===== src/rtl/biquad_pkg.sv =====
// Shared types, constants, coefficient banks and output saturation for the stereo biquad engine.
package biquad_pkg;

   localparam int W     = 64;
   localparam int SHIFT = 30;
   localparam int NTAP  = 5;
   localparam int NBANK = 4;

   typedef enum logic [2:0] {
      TAP_Y1 = 3'd0,
      TAP_Y2 = 3'd1,
      TAP_X0 = 3'd2,
      TAP_X1 = 3'd3,
      TAP_X2 = 3'd4
   } tap_e;

   typedef enum logic [1:0] {
      ST_IDLE   = 2'd0,
      ST_MAC    = 2'd1,
      ST_UPDATE = 2'd2
   } state_e;

   // Coefficients are authored in 1/256 steps and lifted to SHIFT fractional bits.
   function automatic logic signed [W-1:0] q8(input int n);
      logic signed [W-1:0] v;
      v = W'(n);
      return v <<< (SHIFT - 8);
   endfunction

   // Tap order y1, y2, x0, x1, x2; the y terms already carry the feedback sign.
   localparam logic signed [W-1:0] COEFF [NBANK][NTAP] = '{
      '{q8(508), q8(-253), q8(254), q8(-508), q8(254)},
      '{q8(504), q8(-249), q8(252), q8(-504), q8(252)},
      '{q8(496), q8(-242), q8(248), q8(-496), q8(248)},
      '{q8(480), q8(-228), q8(240), q8(-480), q8(240)}
   };

   localparam logic signed [W-1:0] SAT_HI = W'(32767);
   localparam logic signed [W-1:0] SAT_LO = W'(-32768);

   function automatic logic signed [15:0] saturate16(input logic signed [W-1:0] v);
      if (v > SAT_HI) return 16'sh7FFF;
      if (v < SAT_LO) return 16'sh8000;
      return v[15:0];
   endfunction

endpackage


===== src/rtl/biquad_mac_sequencer.sv =====
// Stereo biquad: one shared MAC walks 5 taps for L then R, saturates, rotates history.
// Result appears 11 edges after the accepting strobe; strobes while busy are dropped and flagged.
module biquad_mac_sequencer
   import biquad_pkg::*;
(
   input  logic                clk_144,
   input  logic                reset_n,
   input  logic                sample_valid,
   input  logic [2:0]          filter_sel,
   input  logic signed [15:0]  sample_in_l,
   input  logic signed [15:0]  sample_in_r,
   output logic [1:0]          coeff_bank,
   output logic [2:0]          coeff_idx,
   input  logic signed [W-1:0] coeff_data,
   output logic signed [15:0]  sample_out_l,
   output logic signed [15:0]  sample_out_r,
   output logic                out_valid,
   output logic                busy,
   output logic                overrun
);

   state_e              state_q, state_d;
   tap_e                tap_q, tap_d;
   logic                ch_q, ch_d;
   logic signed [W-1:0] acc_q, acc_d;
   logic signed [W-1:0] acc_l_q, acc_l_d;
   logic [2:0]          sel_q, sel_d;

   logic signed [15:0]  x0_q [2];
   logic signed [15:0]  x0_d [2];
   logic signed [15:0]  x1_q [2];
   logic signed [15:0]  x1_d [2];
   logic signed [15:0]  x2_q [2];
   logic signed [15:0]  x2_d [2];
   logic signed [15:0]  y1_q [2];
   logic signed [15:0]  y1_d [2];
   logic signed [15:0]  y2_q [2];
   logic signed [15:0]  y2_d [2];

   logic signed [15:0]  out_l_q, out_l_d;
   logic signed [15:0]  out_r_q, out_r_d;
   logic                out_valid_q, out_valid_d;
   logic                overrun_q, overrun_d;

   logic signed [15:0]    operand;
   logic signed [2*W-1:0] coeff_x, operand_x, product;
   logic signed [W-1:0]   term, acc_sum;
   logic signed [15:0]    y_sat [2];
   logic                  bypass;

   // Selects 4..7 pass the input straight through; the MAC still runs for identical timing.
   assign bypass = sel_q[2];

   always_comb begin : operand_mux
      operand = '0;
      unique case (tap_q)
         TAP_Y1:  operand = y1_q[ch_q];
         TAP_Y2:  operand = y2_q[ch_q];
         TAP_X0:  operand = x0_q[ch_q];
         TAP_X1:  operand = x1_q[ch_q];
         TAP_X2:  operand = x2_q[ch_q];
         default: operand = '0;
      endcase
   end

   assign coeff_x   = (2*W)'(coeff_data);
   assign operand_x = (2*W)'(operand);
   assign product   = coeff_x * operand_x;
   assign term      = W'(product >>> SHIFT);
   assign acc_sum   = bypass ? acc_q : acc_q + term;

   assign y_sat[0] = saturate16(acc_l_q);
   assign y_sat[1] = saturate16(acc_q);

   always_comb begin : next_state
      state_d     = state_q;
      tap_d       = tap_q;
      ch_d        = ch_q;
      acc_d       = acc_q;
      acc_l_d     = acc_l_q;
      sel_d       = sel_q;
      x0_d        = x0_q;
      x1_d        = x1_q;
      x2_d        = x2_q;
      y1_d        = y1_q;
      y2_d        = y2_q;
      out_l_d     = out_l_q;
      out_r_d     = out_r_q;
      out_valid_d = 1'b0;
      overrun_d   = 1'b0;

      unique case (state_q)
         ST_IDLE: begin
            if (sample_valid) begin
               x0_d[0] = sample_in_l;
               x0_d[1] = sample_in_r;
               sel_d   = filter_sel;
               // New bank starts from silence so old state never rings through new coefficients.
               if (filter_sel != sel_q) begin
                  x1_d = '{default: '0};
                  x2_d = '{default: '0};
                  y1_d = '{default: '0};
                  y2_d = '{default: '0};
               end
               acc_d   = '0;
               tap_d   = TAP_Y1;
               ch_d    = 1'b0;
               state_d = ST_MAC;
            end
         end

         ST_MAC: begin
            overrun_d = sample_valid;
            if (tap_q == TAP_X2) begin
               tap_d = TAP_Y1;
               if (!ch_q) begin
                  acc_l_d = acc_sum;
                  acc_d   = '0;
                  ch_d    = 1'b1;
               end else begin
                  acc_d   = acc_sum;
                  state_d = ST_UPDATE;
               end
            end else begin
               tap_d = tap_e'(tap_q + 3'd1);
               acc_d = acc_sum;
            end
         end

         ST_UPDATE: begin
            overrun_d   = sample_valid;
            out_valid_d = 1'b1;
            state_d     = ST_IDLE;
            if (bypass) begin
               out_l_d = x0_q[0];
               out_r_d = x0_q[1];
               x1_d    = '{default: '0};
               x2_d    = '{default: '0};
               y1_d    = '{default: '0};
               y2_d    = '{default: '0};
            end else begin
               out_l_d = y_sat[0];
               out_r_d = y_sat[1];
               // Feedback history keeps the clamped value that actually left the block.
               for (int c = 0; c < 2; c++) begin
                  x2_d[c] = x1_q[c];
                  x1_d[c] = x0_q[c];
                  y2_d[c] = y1_q[c];
                  y1_d[c] = y_sat[c];
               end
            end
         end

         default: state_d = ST_IDLE;
      endcase
   end

   always_ff @(posedge clk_144 or negedge reset_n) begin
      if (!reset_n) begin
         state_q     <= ST_IDLE;
         tap_q       <= TAP_Y1;
         ch_q        <= 1'b0;
         acc_q       <= '0;
         acc_l_q     <= '0;
         sel_q       <= '0;
         x0_q        <= '{default: '0};
         x1_q        <= '{default: '0};
         x2_q        <= '{default: '0};
         y1_q        <= '{default: '0};
         y2_q        <= '{default: '0};
         out_l_q     <= '0;
         out_r_q     <= '0;
         out_valid_q <= 1'b0;
         overrun_q   <= 1'b0;
      end else begin
         state_q     <= state_d;
         tap_q       <= tap_d;
         ch_q        <= ch_d;
         acc_q       <= acc_d;
         acc_l_q     <= acc_l_d;
         sel_q       <= sel_d;
         x0_q        <= x0_d;
         x1_q        <= x1_d;
         x2_q        <= x2_d;
         y1_q        <= y1_d;
         y2_q        <= y2_d;
         out_l_q     <= out_l_d;
         out_r_q     <= out_r_d;
         out_valid_q <= out_valid_d;
         overrun_q   <= overrun_d;
      end
   end

   assign coeff_bank   = sel_q[1:0];
   assign coeff_idx    = tap_q;
   assign sample_out_l = out_l_q;
   assign sample_out_r = out_r_q;
   assign out_valid    = out_valid_q;
   assign overrun      = overrun_q;
   assign busy         = (state_q != ST_IDLE);

endmodule


===== config.mk =====
export PLATFORM = sky130hd
export DESIGN_NAME = biquad_mac_sequencer
export DESIGN_NICKNAME = d
export VERILOG_FILES = /design/src/rtl/biquad_pkg.sv /design/src/rtl/biquad_mac_sequencer.sv
export SDC_FILE = /design/constraint.sdc
export NUM_CORES = 2
export LEC_CHECK = 0
export CORE_AREA = 2 2 286 288
export CTS_BUF_LIST = sky130_fd_sc_hd__clkbuf_8
export CTS_CLUSTER_DIAMETER = 60
export DETAILED_ROUTE_END_ITERATION = 10
export DIE_AREA = 0 0 288 290
export PLACE_DENSITY = 0.84
export SLEW_MARGIN = 20
export SYNTH_ARGS = -nofsm -noshare
export SYNTH_HDL_FRONTEND = slang
export SYNTH_SLANG_ARGS = --single-unit

===== constraint.sdc =====
create_clock -name clk_144 -period 12.55 [get_ports clk_144]
set_input_delay 2.51 -clock clk_144 [delete_from_list [all_inputs] [get_ports clk_144]]
set_output_delay 2.51 -clock clk_144 [all_outputs]
set_load 0.05 [all_outputs]

==> impl_metrics.toml <==
[synth]
synth-xor-area-share_pct = 2.06
ys_types = 83
syn-cell-area_um2 = 52700
syn_nets = 7321
synth_compound_area_share_pct = 11.0
synth.area.mux_share_pct = 3.03
syn_inst = 6029
synth_top_family_by_area = "adder cells"
synthArstFlopShare_pct = 100
ys_ff_latch = 331
synth_top_cell_area_share_pct = 35.5
synth_area_per_cell_um2 = 8.73
yosys.area_share.adder_pct = 41.6
yosys-top-cells-area = "fa_1 (36%), dfrtp_1 (16%), inv_1 (8.2%), nand2_1 (7.7%), ha_1 (6.1%)"
synth_edf_count = 0
ys_dominant_reg_cell = "dfrtp_1"
synth-simple-area-share_pct = 16.0
yosys.area.top_type = "fa_1"
yosys_warnings = 0
synth_seq_area_share_pct = 15.7

[clock_network]
cts_buffers = 53
clk_pin_slew_worst_paths_ns = 0.06
clockBufferDepth = 3
root_buffer = "clkbuf_8"
cts.sinks = 331
htreeDepth = 2
hold_buffers = 0
cts_tree = "done"
clock_insertion_delay_worst_skew_ns = 0.62

[run_status]
status = "complete, no violations"

[timing]
rsz0062_at_grt = "no"
drv_slew = 0
hold_viol = 0
fin_worst_skew_ns = 0.0431
tightestPinTransition_ns = 1.20
setup_viol = 0
layout_min_cycle_time_ns = 12.10
hold_slack_ns = 0.482
fin_ws_ns = 0.450
slew_headroom_pct = 19.5
fmax_mhz = 82.6
finalCritPeriodShare_pct = 96.4

[die]
dieWidth_um = 288
core_area_um2 = 80200
num_io_pins = 142
die_h_um = 290
initial_core_util_pct = 65.7
dieArea_um2 = 83500
rows = 104

[worst_hold_path]
worstHoldPathType = "reg -> reg"
min_path_cells = 2
hold_end = "y2_q[20]"
hp-start = "y2_q[20]"

[placement]
io_buffers = 141
gp_congestion = 0.945
hpwl_um = 110000
post-place-ws_ns = -0.0845

[routing]
via_per_inst = 5.95
vias = 42588
ant_nets = 0
dr.pass1.iters = 6
wl_um = 141000
drt-initial-drc-count = 3878
drc_errors = 0
wl_per_cell_um = 19.6

[flow_run]
drv_cap = 0

[worst_setup_path]
required_ns = 13.09
cp_slowest_cell = "clkdlybuf4s50_1"
cp-end-kind = "register"
reg2regPathDepth = 42
worstReg2RegStart = "coeff_idx[0]"
critPathTopFamily = "adder cells"
path_common_cell = "fa_1"
cp-startpoint = "coeff_data[8]"
cp_data_arrival_time_ns = 12.64
r2r-end = "acc_l_q[52]"
start_kind = "input port"
worstPathMaxFanout = 11
reg2reg_slack_ns = 0.56
max_stage_delay_ns = 0.64
critical_path_buf_inv_count = 6
worstSetupPathType = "in -> reg"

[global_route]
grt_pass1_vias = 44369
overflow = 0
grt_pass1_wl_um = 230000
grt_max_degree = 130
grt_usage_pct = 34.5
antenna_found_initial = 2

[layout]
drive_gt1_share_pct = 6.13
layout_commonest_cell = "inv_1"
area_delta_synth_final_pct = 7.77
fin_nets = 7346
nFillCells = 5987
antenna_cells = 0
mostFrequentLayoutCells = "inv_1 (1161), nand2_1 (1076), fa_1 (934)"
[worst min-delay path: cells and delay by family, from the launching register on]
kind               cells  cell delay (ns)
AOI/OAI and AO/OA      1             0.06
DFF                    1             0.34
and+or+nand+nor        1             0.05
[cell type report]
type	instances	area (µm²)	share of cell area (%)
Sequential cell	331	8290	14.6
Inverter	1147	4310	7.59
Clock buffer	74	1020	1.79
Clock inverter	26	186	0.329
Timing Repair Buffer	290	2700	4.76
Multi-Input combinational cell	4231	38900	68.6
Tap cell	1060	1330	2.34
[sequential cells by signal (all words and copies together) (netlist names), 32 cells and up]
signal	flops
acc_l_q	64
y2_q	32
x0_q	32
y1_q	32
x2_q	32
x1_q	32
acc_q	64
[kinds of logic (layout without fill, tap and decap cells)]
group / Yosys count / after routing
and+or+nand+nor: 1854 / 1854
buffers and inverters: 1467 / 1537
adders and majority gates: 1190 / 1190
AOI/OAI and AO/OA: 916 / 916
DFF: 331 / 331
muxes: 147 / 147
xor gates and xnor gates: 124 / 124
[repair_timing]
item                                    CTS  global route
resized for setup                         0             4
endpoints found under the setup margin    0             7
buffers inserted                          0             2
endpoints found under the hold margin     0             0
[cell usage after synthesis, types with 4 or more instances]
library cell     n
o31ai_1         11
or4_1            4
dfrtp_1        331
xnor2_1         79
o21a_1          16
nand2_1       1077
o211ai_1        36
o2111ai_1        7
and2_1         234
a211oi_1        18
inv_1         1147
nand2b_1        31
and4_1           4
nor2b_1        134
a221oi_1        11
a21o_1          97
buf_4            4
nand4_1         56
a221o_1          5
nor4_1          32
mux2_2          90
a22oi_1         22
and3_1          22
o221ai_1         4
a31oi_1         21
buf_1           16
a21oi_1        222
or3_1            8
nand3_1         41
o21bai_1        26
clkbuf_1       294
or2_2           14
o21ai_1         22
mux2i_1         55
xor2_1          45
a211o_1          7
o21ai_0        281
buf_2            4
fa_1           934
ha_1           256
nor3_1          22
a22o_1          61
o22ai_1          4
nor2_1         165
[layer usage]
| metal | vias to the layer above | global-route usage, % | wire, µm |
|---|---|---|---|
| met4 | 0 | 14.7 | 6850 |
| met1 | 21402 | 45.1 | 52900 |
| met3 | 422 | 5.43 | 12100 |
| met2 | 2041 | 57.2 | 68700 |
| met5 | - | 0 | 0 |
| li1 | 18723 | - | - |
[stage by stage]
| step | utilization [%] | cells | area [µm²] | TNS, ns |
|---|---|---|---|---|
| 6_report | 70.8 | 7159 | 56700 | 0 |
| 5_1_grt | 70.8 | 7159 | 56700 | 0 |
| 4_1_cts | 70.7 | 7156 | 56700 | 0 |
| 3_5_place_dp | 69.2 | 7056 | 55500 | -0.0845 |
| 3_3_place_gp | 69.2 | 7056 | 55500 | 0 |
| 2_1_floorplan | - | 6029 | 52700 | 0 |
[how the worst max path moves through the flow]
stage	end	slack (ns)	cells after the start
floorplan	acc_q[52]	1.42	44
global placement	acc_l_q[63]	0.1	35
detailed placement	acc_l_q[52]	-0.08	37
CTS	acc_l_q[52]	0.49	37
global route	acc_l_q[52]	0.03	42
finish	acc_l_q[52]	0.45	34
Power is left out: the tool's default activity adds up to more than one toggle a clock period on the data nets, which glitch-free logic cannot reach.
